$ cat config.mk
export PLATFORM = sky130hd
export DESIGN_NAME = load_store_unit
export DESIGN_NICKNAME = d
export VERILOG_FILES = /design/src/rtl/load_store_unit.sv
export SDC_FILE = /design/constraint.sdc
export NUM_CORES = 1
export LEC_CHECK = 0
export ABC_AREA = 1
export BUFFER_PORTS_ARGS = -buffer_cell sky130_fd_sc_hd__buf_2
export CAP_MARGIN = 25
export CORE_MARGIN = 1
export CORE_UTILIZATION = 50
export CTS_CLUSTER_SIZE = 20
export DETAILED_ROUTE_END_ITERATION = 16
export PLACE_DENSITY = 0.79
export SETUP_SLACK_MARGIN = 0.5
export SLEW_MARGIN = 20
export SYNTH_ARGS = -nofsm -noshare
export SYNTH_HDL_FRONTEND = slang
export SYNTH_SLANG_ARGS = --single-unit
$ cat constraint.sdc
create_clock -name i_clk -period 2.2 [get_ports i_clk]
set_input_delay 0.33 -clock i_clk [delete_from_list [all_inputs] [get_ports i_clk]]
set_output_delay 0.33 -clock i_clk [all_outputs]
set_load 0.02 [all_outputs]
$ cat src/rtl/load_store_unit.sv
`default_nettype none
// ============================================================================
//  Module   : load_store_unit
//  Function : MEM-stage load/store engine. Turns an effective address and a
//             load/store op into a word-aligned req/ack memory access. Also
//             extracts and extends load data, and flags misaligned, illegal
//             and bus-timeout exceptions.
//  Revision : 1.0 - initial release
// ============================================================================
module load_store_unit #(
   parameter int NBITS   = 32,
   parameter int TIMEOUT = 255
) (
   input  logic             i_clk,
   input  logic             i_reset,
   input  logic             i_valid,
   output logic             o_ready,
   input  logic [3:0]       i_op,
   input  logic [NBITS-1:0] i_eff_addr,
   input  logic [NBITS-1:0] i_wdata,
   output logic             o_mem_req,
   output logic             o_mem_we,
   output logic [NBITS-1:0] o_mem_addr,
   output logic [3:0]       o_mem_be,
   output logic [NBITS-1:0] o_mem_wdata,
   input  logic             i_mem_ack,
   input  logic [NBITS-1:0] i_mem_rdata,
   output logic             o_done,
   output logic [NBITS-1:0] o_rdata,
   output logic [1:0]       o_exception
);

   typedef enum logic [1:0] {
      IDLE   = 2'd0,
      ACCESS = 2'd1,
      RESP   = 2'd2
   } state_t;

   localparam logic [1:0] SIZE_BYTE    = 2'b00;
   localparam logic [1:0] SIZE_HALF    = 2'b01;
   localparam logic [1:0] SIZE_WORD    = 2'b11;
   localparam logic [1:0] EXC_NONE     = 2'b00;
   localparam logic [1:0] EXC_MISALIGN = 2'b01;
   localparam logic [1:0] EXC_TIMEOUT  = 2'b10;
   localparam logic [1:0] EXC_ILLEGAL  = 2'b11;
   localparam logic [7:0] TIMEOUT_CNT  = 8'(TIMEOUT);

   state_t           state;
   logic [7:0]       timeout_cnt;
   logic [7:0]       cnt_next;

   // Attributes of the accepted request needed when the load data returns
   logic             lat_store;
   logic             lat_unsigned;
   logic [1:0]       lat_size;
   logic [1:0]       lat_addr_lo;

   // Request decode (evaluated on the incoming request)
   logic             req_illegal;
   logic             req_misaligned;
   logic [3:0]       req_be;
   logic [NBITS-1:0] req_wdata;

   // Load-data extraction (evaluated on the returning read word)
   logic [7:0]       lane_byte;
   logic [15:0]      lane_half;
   logic             ext_bit;
   logic [NBITS-1:0] load_ext;

   assign cnt_next = timeout_cnt + 8'd1;

   // Decode the incoming request: legality, alignment, byte enables, store lanes
   always_comb begin
      req_illegal    = (i_op[1:0] == 2'b10) || (i_op[3] && i_op[2]);
      req_misaligned = 1'b0;
      req_be         = 4'b0000;
      req_wdata      = i_wdata;
      case (i_op[1:0])
         SIZE_BYTE: begin
            req_be    = 4'b0001 << i_eff_addr[1:0];
            req_wdata = {4{i_wdata[7:0]}};
         end
         SIZE_HALF: begin
            req_misaligned = i_eff_addr[0];
            req_be         = i_eff_addr[1] ? 4'b1100 : 4'b0011;
            req_wdata      = {2{i_wdata[15:0]}};
         end
         SIZE_WORD: begin
            req_misaligned = (i_eff_addr[1:0] != 2'b00);
            req_be         = 4'b1111;
         end
         default: begin
            req_be = 4'b0000;
         end
      endcase
   end

   // Select the addressed byte/half of the read word and sign/zero extend it
   always_comb begin
      lane_byte = i_mem_rdata[7:0];
      case (lat_addr_lo)
         2'd0:    lane_byte = i_mem_rdata[7:0];
         2'd1:    lane_byte = i_mem_rdata[15:8];
         2'd2:    lane_byte = i_mem_rdata[23:16];
         default: lane_byte = i_mem_rdata[31:24];
      endcase
      lane_half = lat_addr_lo[1] ? i_mem_rdata[31:16] : i_mem_rdata[15:0];
      ext_bit   = 1'b0;
      load_ext  = i_mem_rdata;
      case (lat_size)
         SIZE_BYTE: begin
            ext_bit  = ~lat_unsigned & lane_byte[7];
            load_ext = {{24{ext_bit}}, lane_byte};
         end
         SIZE_HALF: begin
            ext_bit  = ~lat_unsigned & lane_half[15];
            load_ext = {{16{ext_bit}}, lane_half};
         end
         default: begin
            load_ext = i_mem_rdata;
         end
      endcase
   end

   // Control FSM with registered bus and response outputs
   always_ff @(posedge i_clk) begin
      if (!i_reset) begin
         state        <= IDLE;
         o_ready      <= 1'b1;
         o_mem_req    <= 1'b0;
         o_mem_we     <= 1'b0;
         o_mem_addr   <= '0;
         o_mem_be     <= 4'b0000;
         o_mem_wdata  <= '0;
         o_done       <= 1'b0;
         o_rdata      <= '0;
         o_exception  <= EXC_NONE;
         timeout_cnt  <= 8'd0;
         lat_store    <= 1'b0;
         lat_unsigned <= 1'b0;
         lat_size     <= 2'b00;
         lat_addr_lo  <= 2'b00;
      end else begin
         o_done <= 1'b0;
         case (state)
            IDLE: begin
               if (i_valid) begin
                  lat_store    <= i_op[3];
                  lat_unsigned <= i_op[2];
                  lat_size     <= i_op[1:0];
                  lat_addr_lo  <= i_eff_addr[1:0];
                  o_ready      <= 1'b0;
                  timeout_cnt  <= 8'd0;
                  if (req_illegal) begin
                     state       <= RESP;
                     o_done      <= 1'b1;
                     o_rdata     <= '0;
                     o_exception <= EXC_ILLEGAL;
                  end else if (req_misaligned) begin
                     state       <= RESP;
                     o_done      <= 1'b1;
                     o_rdata     <= '0;
                     o_exception <= EXC_MISALIGN;
                  end else begin
                     state       <= ACCESS;
                     o_mem_req   <= 1'b1;
                     o_mem_we    <= i_op[3];
                     o_mem_addr  <= {i_eff_addr[NBITS-1:2], 2'b00};
                     o_mem_be    <= req_be;
                     o_mem_wdata <= req_wdata;
                  end
               end
            end
            ACCESS: begin
               // An ack in the timeout cycle still counts as a normal completion
               if (i_mem_ack || (cnt_next == TIMEOUT_CNT)) begin
                  state       <= RESP;
                  o_done      <= 1'b1;
                  o_mem_req   <= 1'b0;
                  o_mem_we    <= 1'b0;
                  o_mem_addr  <= '0;
                  o_mem_be    <= 4'b0000;
                  o_mem_wdata <= '0;
                  timeout_cnt <= 8'd0;
                  if (i_mem_ack) begin
                     o_exception <= EXC_NONE;
                     o_rdata     <= lat_store ? '0 : load_ext;
                  end else begin
                     o_exception <= EXC_TIMEOUT;
                     o_rdata     <= '0;
                  end
               end else begin
                  timeout_cnt <= cnt_next;
               end
            end
            RESP: begin
               state       <= IDLE;
               o_ready     <= 1'b1;
               o_rdata     <= '0;
               o_exception <= EXC_NONE;
               timeout_cnt <= 8'd0;
            end
            default: begin
               state   <= IDLE;
               o_ready <= 1'b1;
            end
         endcase
      end
   end

endmodule
`default_nettype wire

Word level (Yosys, flattened, before mapping)
Index checks and enable logic that the tools add are counted.
Word-level totals
  output and inout port bits: 106
  word-level logic and storage cells: 109
  input port bits: 104
  register bits: 122
Cells by class
  reductions and logical operators: 16
  bitwise gates (word level): 4
  muxes and demuxes: 58
  $add $sub $neg: 1
  shifts and indexed selects: 1
  equality and inequality tests: 14
Operator list (number)
  32-bit two-way mux: 13
  32-bit one-hot mux with 2 select lines: 4
  32-bit one-hot mux with 3 select lines: 1
  8-bit one-hot mux with 3 select lines: 2
  4-bit two-way mux: 5
  2-bit two-way mux: 9
  16-bit two-way mux: 1
  8-bit two-way mux: 2
  1-bit two-way mux: 12
  4-bit one-hot mux with 3 select lines: 1
  1-bit one-hot mux with 2 select lines: 5
  8-bit by 1-bit adder with 8-bit output, second input constant: 1
  2-bit by 1-bit equality test with 1-bit output, second input constant: 4
  2-bit equality test, second input constant: 4
  8-bit equality test, second input constant: 1
  2-bit logical NOT: 4
  2-bit != test, second input constant: 4
  4-bit one-hot mux with 2 select lines: 1
  2-bit AND reduction: 4
  2-bit one-hot mux with 3 select lines: 1
  5-bit AND reduction: 1
  2-bit one-hot mux with 2 select lines: 1
  4-bit AND reduction: 1
  2-bit nonzero test: 2
  other kinds (7): 10

Longest topological paths before layout
  depth after elaboration: 8
  mapped depth: 16

Worst setup path after synthesis
Ideal clock, no wire load.
  path type: reg-to-reg
  from: reg state[0]
  to: reg o_rdata[23]
  cell stages (with the launch flop): 14
  data arrival time: 1.795 ns
  setup time: 0.113 ns
  path buffers: 3
  path slack: 0.292 ns
  cells stage by stage: dfxtp_1 > inv_1 > ha_1 > clkbuf_1 > a21oi_1 > o21ai_0 > inv_1 > nand2_4 > inv_4 > buf_8 > buf_6 > nand2_1 > nand2_1 > nor2_1
On the way
  longest elaborated chain between the ends: 3
  elaborated cells on any way between the ends: 9
Ends and longest elaborated chain
  start, declared: line 48  | state_t state;
  start signal, assigned: line 128  | state <= IDLE;
  start signal, assigned: line 155  | state <= RESP;
  start signal, assigned: line 160  | state <= RESP;
  2-bit by 1-bit equality test with 1-bit output, or another cell as far along: line 145  | case (state)
  2-bit != test (no source line), or another cell as far along
  4-bit AND reduction (no source line)
  end signal, assigned: line 187  | o_rdata <= lat_store ? '0 : load_ext;
  end, declared: line 29  | output logic [NBITS-1:0] o_rdata,
Parallel ways exist; a longest one is shown, timed or not.
A chain may end at the register's enable or synchronous reset.

Worst setup path in the final report
  from: reg timeout_cnt[0]
  to: reg o_mem_addr[12]
On the way
  longest elaborated chain between the ends: 5
Ends and longest elaborated chain
  start, declared: line 49  | logic [7:0] timeout_cnt;
  start signal, assigned: line 193  | timeout_cnt <= cnt_next;
  8-bit by 1-bit adder with 8-bit output: line 70  | assign cnt_next = timeout_cnt + 8'd1;
  8-bit equality test: line 176  | if (i_mem_ack || (cnt_next == TIMEOUT_CNT)) begin
  1-bit logical OR: line 176
  2-bit != test (no source line)
  5-bit AND reduction (no source line)
  end signal, assigned: line 168  | o_mem_addr <= {i_eff_addr[NBITS-1:2], 2'b00};
  end, declared: line 23  | output logic [NBITS-1:0] o_mem_addr,
Every way passes these cells.

==> impl_metrics.yaml <==
run_status:
  status: "finished clean"
synth:
  synth_edf_count: 0
  ys_ff_latch: 120
  syn_inst: 970
  synth-warning-count: 0
  synthArstFlopShare: 0
  avgSynthCellArea_um2: 6.501
  ys_seq_area_frac: 0.3810
  synth_area_mm2: 0.006306
  synth_ff_type: "dfxtp_1"
  ys_types: 43
power_and_ir_drop:
  seqPwrFrac: 0.299
  leakagePower_nw: 4.621
  p_sw_w: 0.003389
  internal_power_w: 0.005758
  power_frac_comb: 0.402
  ir_worst_vdd_mv: 0.7378
  switching_share: 0.3705
  clkPwrFrac: 0.299
  p_per_area_mw_per_mm2: 985.9
clock_tree:
  cts_sinks: 120
  hold_buffers: 0
  clockBufferDepth: 2
  h-tree-depth: 4
  cts_tree: "done"
  cts_buffers: 17
  cts-root-buf: "clkbuf_16"
  insertion_delay_ns: 0.42
  clk_pin_slew_ns: 0.06
setup_path:
  critPathLaunchType: "register"
  cp_slowest_stage_delay_ns: 0.37
  cp_cell_sequence: "ha_4 > inv_2 > nand2_1 > nand2_2 > nor2_1 > nand3_1 > nor2_2 > nand2_2 > nand3_4 > buf_12 > nand3_4 > buf_12 > buf_6 > nand2_1 > nand2_1 > nor2_1"
  r2r-end: "o_mem_addr[12]$_SDFFE_PN0P_"
  required_ns: 2.56
  ff2ff_setup_slack_ns: 0.09
  critical_path_arrival_ns: 2.46
  worstSetupEndpointType: "register"
  reg2reg_depth: 16
  r2r_start: "timeout_cnt[0]$_SDFFE_PN0P_"
  worst-path-max-fanout: 9
  cp_slowest_cell: "dfxtp_4"
  timing_worst_setup_path_type: "register to register"
  crit_top_cell: "nand2_1"
floorplan:
  core.rowCount: 40
  dieArea_mm2: 0.01307
  initial_utilization: 0.5185
  num_io_pins: 210
  die_x_um: 114.3
  die_h_um: 114.3
  core_mm2: 0.01216
timing:
  whs_ns: 0.2168
  clock_skew_ns: 0.006716
  hold_viol: 0
  finalSetupViolCount: 0
  drv_slew: 0
  rsz0062_at_grt: "yes"
  period_needed_ns: 2.110
  fmax_ghz: 0.4740
  worstMarginPinSlew_ns: 0.5086
  relSlewSlack: 0.6609
  finalCritPeriodShare: 0.9589
  setup_tns_ns: 0
placed_design:
  place_congestion: 0.8993
  hpwl_um: 12480
  io_buffers: 207
  dp.cells: 1301
grt:
  grt_pass1_vias: 6357
  grt_use_total: 0.3036
  grt_pass1_wl_um: 31080
  grt_max_degree: 77
  grt_overflow: 0
  antenna_found_initial: 0
layout:
  drive_gt1_frac: 0.3501
  layout_commonest_cell: "nand2_1"
  fin_cells: 1379
  area_delta_synth_final_pct: 47.12
  num-fill-cells: 867
  final_cell_mix: "263 x nand2_1, 207 x buf_2, 117 x nor2_1"
  final_nets: 1309
  antenna_cells: 0
min_path:
  min_to: "lat_addr_lo[0]$_SDFFE_PN0P_"
  min_from: "i_eff_addr[0]"
  holdCritPathClass: "primary input to register"
  holdPathStages: 3
route:
  dr.first_iter.drc_count: 966
  vias: 7598
  drcViolationCount: 0
  via_per_inst: 5.510
  ant_nets: 0
  drt-total-wl_um: 23120
  routedWlPerCell_um: 16.77
  drtPass1Iterations: 8
flow_run:
  drv_cap: 0
==> layer usage <==
metal	wire (um)	GRT usage	share of wire
met1	8871	0.3666	0.38
met2	11070	0.5079	0.48
met3	2222	0.07888	0.096
met4	952	0.1359	0.041
met5	0	0	0
==> logic make-up after synthesis <==
logic type | count (synthesis) | share of synthesized area
and+or+nand+nor | 547 | 0.3667
buffers and inverters | 170 | 0.1220
AOI/OAI and AO/OA | 127 | 0.1198
DFF | 120 | 0.3810
adders and majority gates | 5 | 0.009921
other | 1 | 0.0005947
==> state kept, by name, summed over array words and instances (netlist names) <==
name          flops
o_ready           1
timeout_cnt       8
o_mem_be          4
o_mem_wdata      32
lat_unsigned      1
o_mem_we          1
o_done            1
o_mem_addr       30
state             2
lat_addr_lo       2
lat_size          2
lat_store         1
o_exception       2
o_rdata          32
o_mem_req         1
==> cell usage after synthesis, types with 2 or more instances <==
cell type  instances  area (um^2)
nand2_1          304         1141
nor2_1           141        529.3
dfxtp_1          120         2402
inv_1            102        382.9
a21oi_1           57        285.3
nand4_1           44        275.3
clkbuf_1          33        123.9
o21ai_0           33        165.2
nand3_1           29        145.1
or2_2             13        81.33
buf_2             10        50.05
buf_4              8        60.06
o221ai_1           8        70.07
buf_6              7        78.83
o211ai_1           7        52.55
ha_1               5        62.56
nor2_2             4        25.02
o22ai_1            4        25.02
buf_1              3        11.26
buf_8              3        45.04
inv_2              3        11.26
nand2_2            3        18.77
o2111ai_1          3        26.28
o21ai_1            3        15.01
a21oi_2            2        17.52
a32o_1             2        20.02
o21a_1             2        15.01
or3_1              2        12.51
==> what timing repair did <==
item,in CTS,in global routing
setup endpoints to repair,106,113
cloned,5,15
pin swaps,8,35
buffers inserted,17,11
gates resized for setup,33,105
==> metrics by stage <==
step | utilization | power, W | cell area, um^2 | worst slack, ns
2_1_floorplan | - | 0.004601 | 6362 | 0.4953
3_3_place_gp | 0.6123 | 0.005261 | 7447 | 0.2281
3_5_place_dp | 0.6123 | 0.005304 | 7447 | 0.1975
4_1_cts | 0.6967 | 0.008394 | 8473 | 0.2796
5_1_grt | 0.7629 | 0.009521 | 9278 | 0.002470
6_report | 0.7629 | 0.009146 | 9278 | 0.09046
==> how the worst max path moves through the flow <==
stage,end,from,cells past startpoint
floorplan,o_mem_addr[25]$_SDFFE_PN0P_,i_op[1],10
CTS,o_mem_addr[26]$_SDFFE_PN0P_,timeout_cnt[1]$_SDFFE_PN0P_,14
finish,o_mem_addr[12]$_SDFFE_PN0P_,timeout_cnt[0]$_SDFFE_PN0P_,16
global placement,o_mem_wdata[20]$_SDFFE_PN0P_,timeout_cnt[1]$_SDFFE_PN0P_,12
detailed placement,o_mem_addr[14]$_SDFFE_PN0P_,timeout_cnt[1]$_SDFFE_PN0P_,14
global route,o_mem_addr[31]$_SDFFE_PN0P_,timeout_cnt[0]$_SDFFE_PN0P_,16
==> layout make-up <==
cell class,instances,area [um^2],area share
repair buffers,274,2106,0.2270
clock inverters,9,100.1,0.01079
inverters,106,414.1,0.04464
multi-input cells,681,3561,0.3838
clock buffers,21,470.5,0.05071
well taps,168,210.2,0.02266
flip-flops and latches,120,2416,0.2604
==> power by group through the flow <==
stage	clock network, W	registers, W	logic [W]
6_report	0.00274	0.00273	0.00368
3_5_place_dp	0	0.00274	0.00257
2_1_floorplan	0	0.00311	0.00149
3_3_place_gp	0	0.00272	0.00254
5_1_grt	0.00284	0.00277	0.00391
4_1_cts	0.00272	0.00270	0.00298
==> worst max-delay path, delay by kind of cell, from the launching register on <==
| kind | cells | cell delay (ns) |
|---|---|---|
| buf+inv | 4 | 0.47 |
| simple gates | 11 | 1.02 |
| fa+ha+maj | 1 | 0.17 |
| flops | 1 | 0.37 |
(Power assumes the default switching activity.)
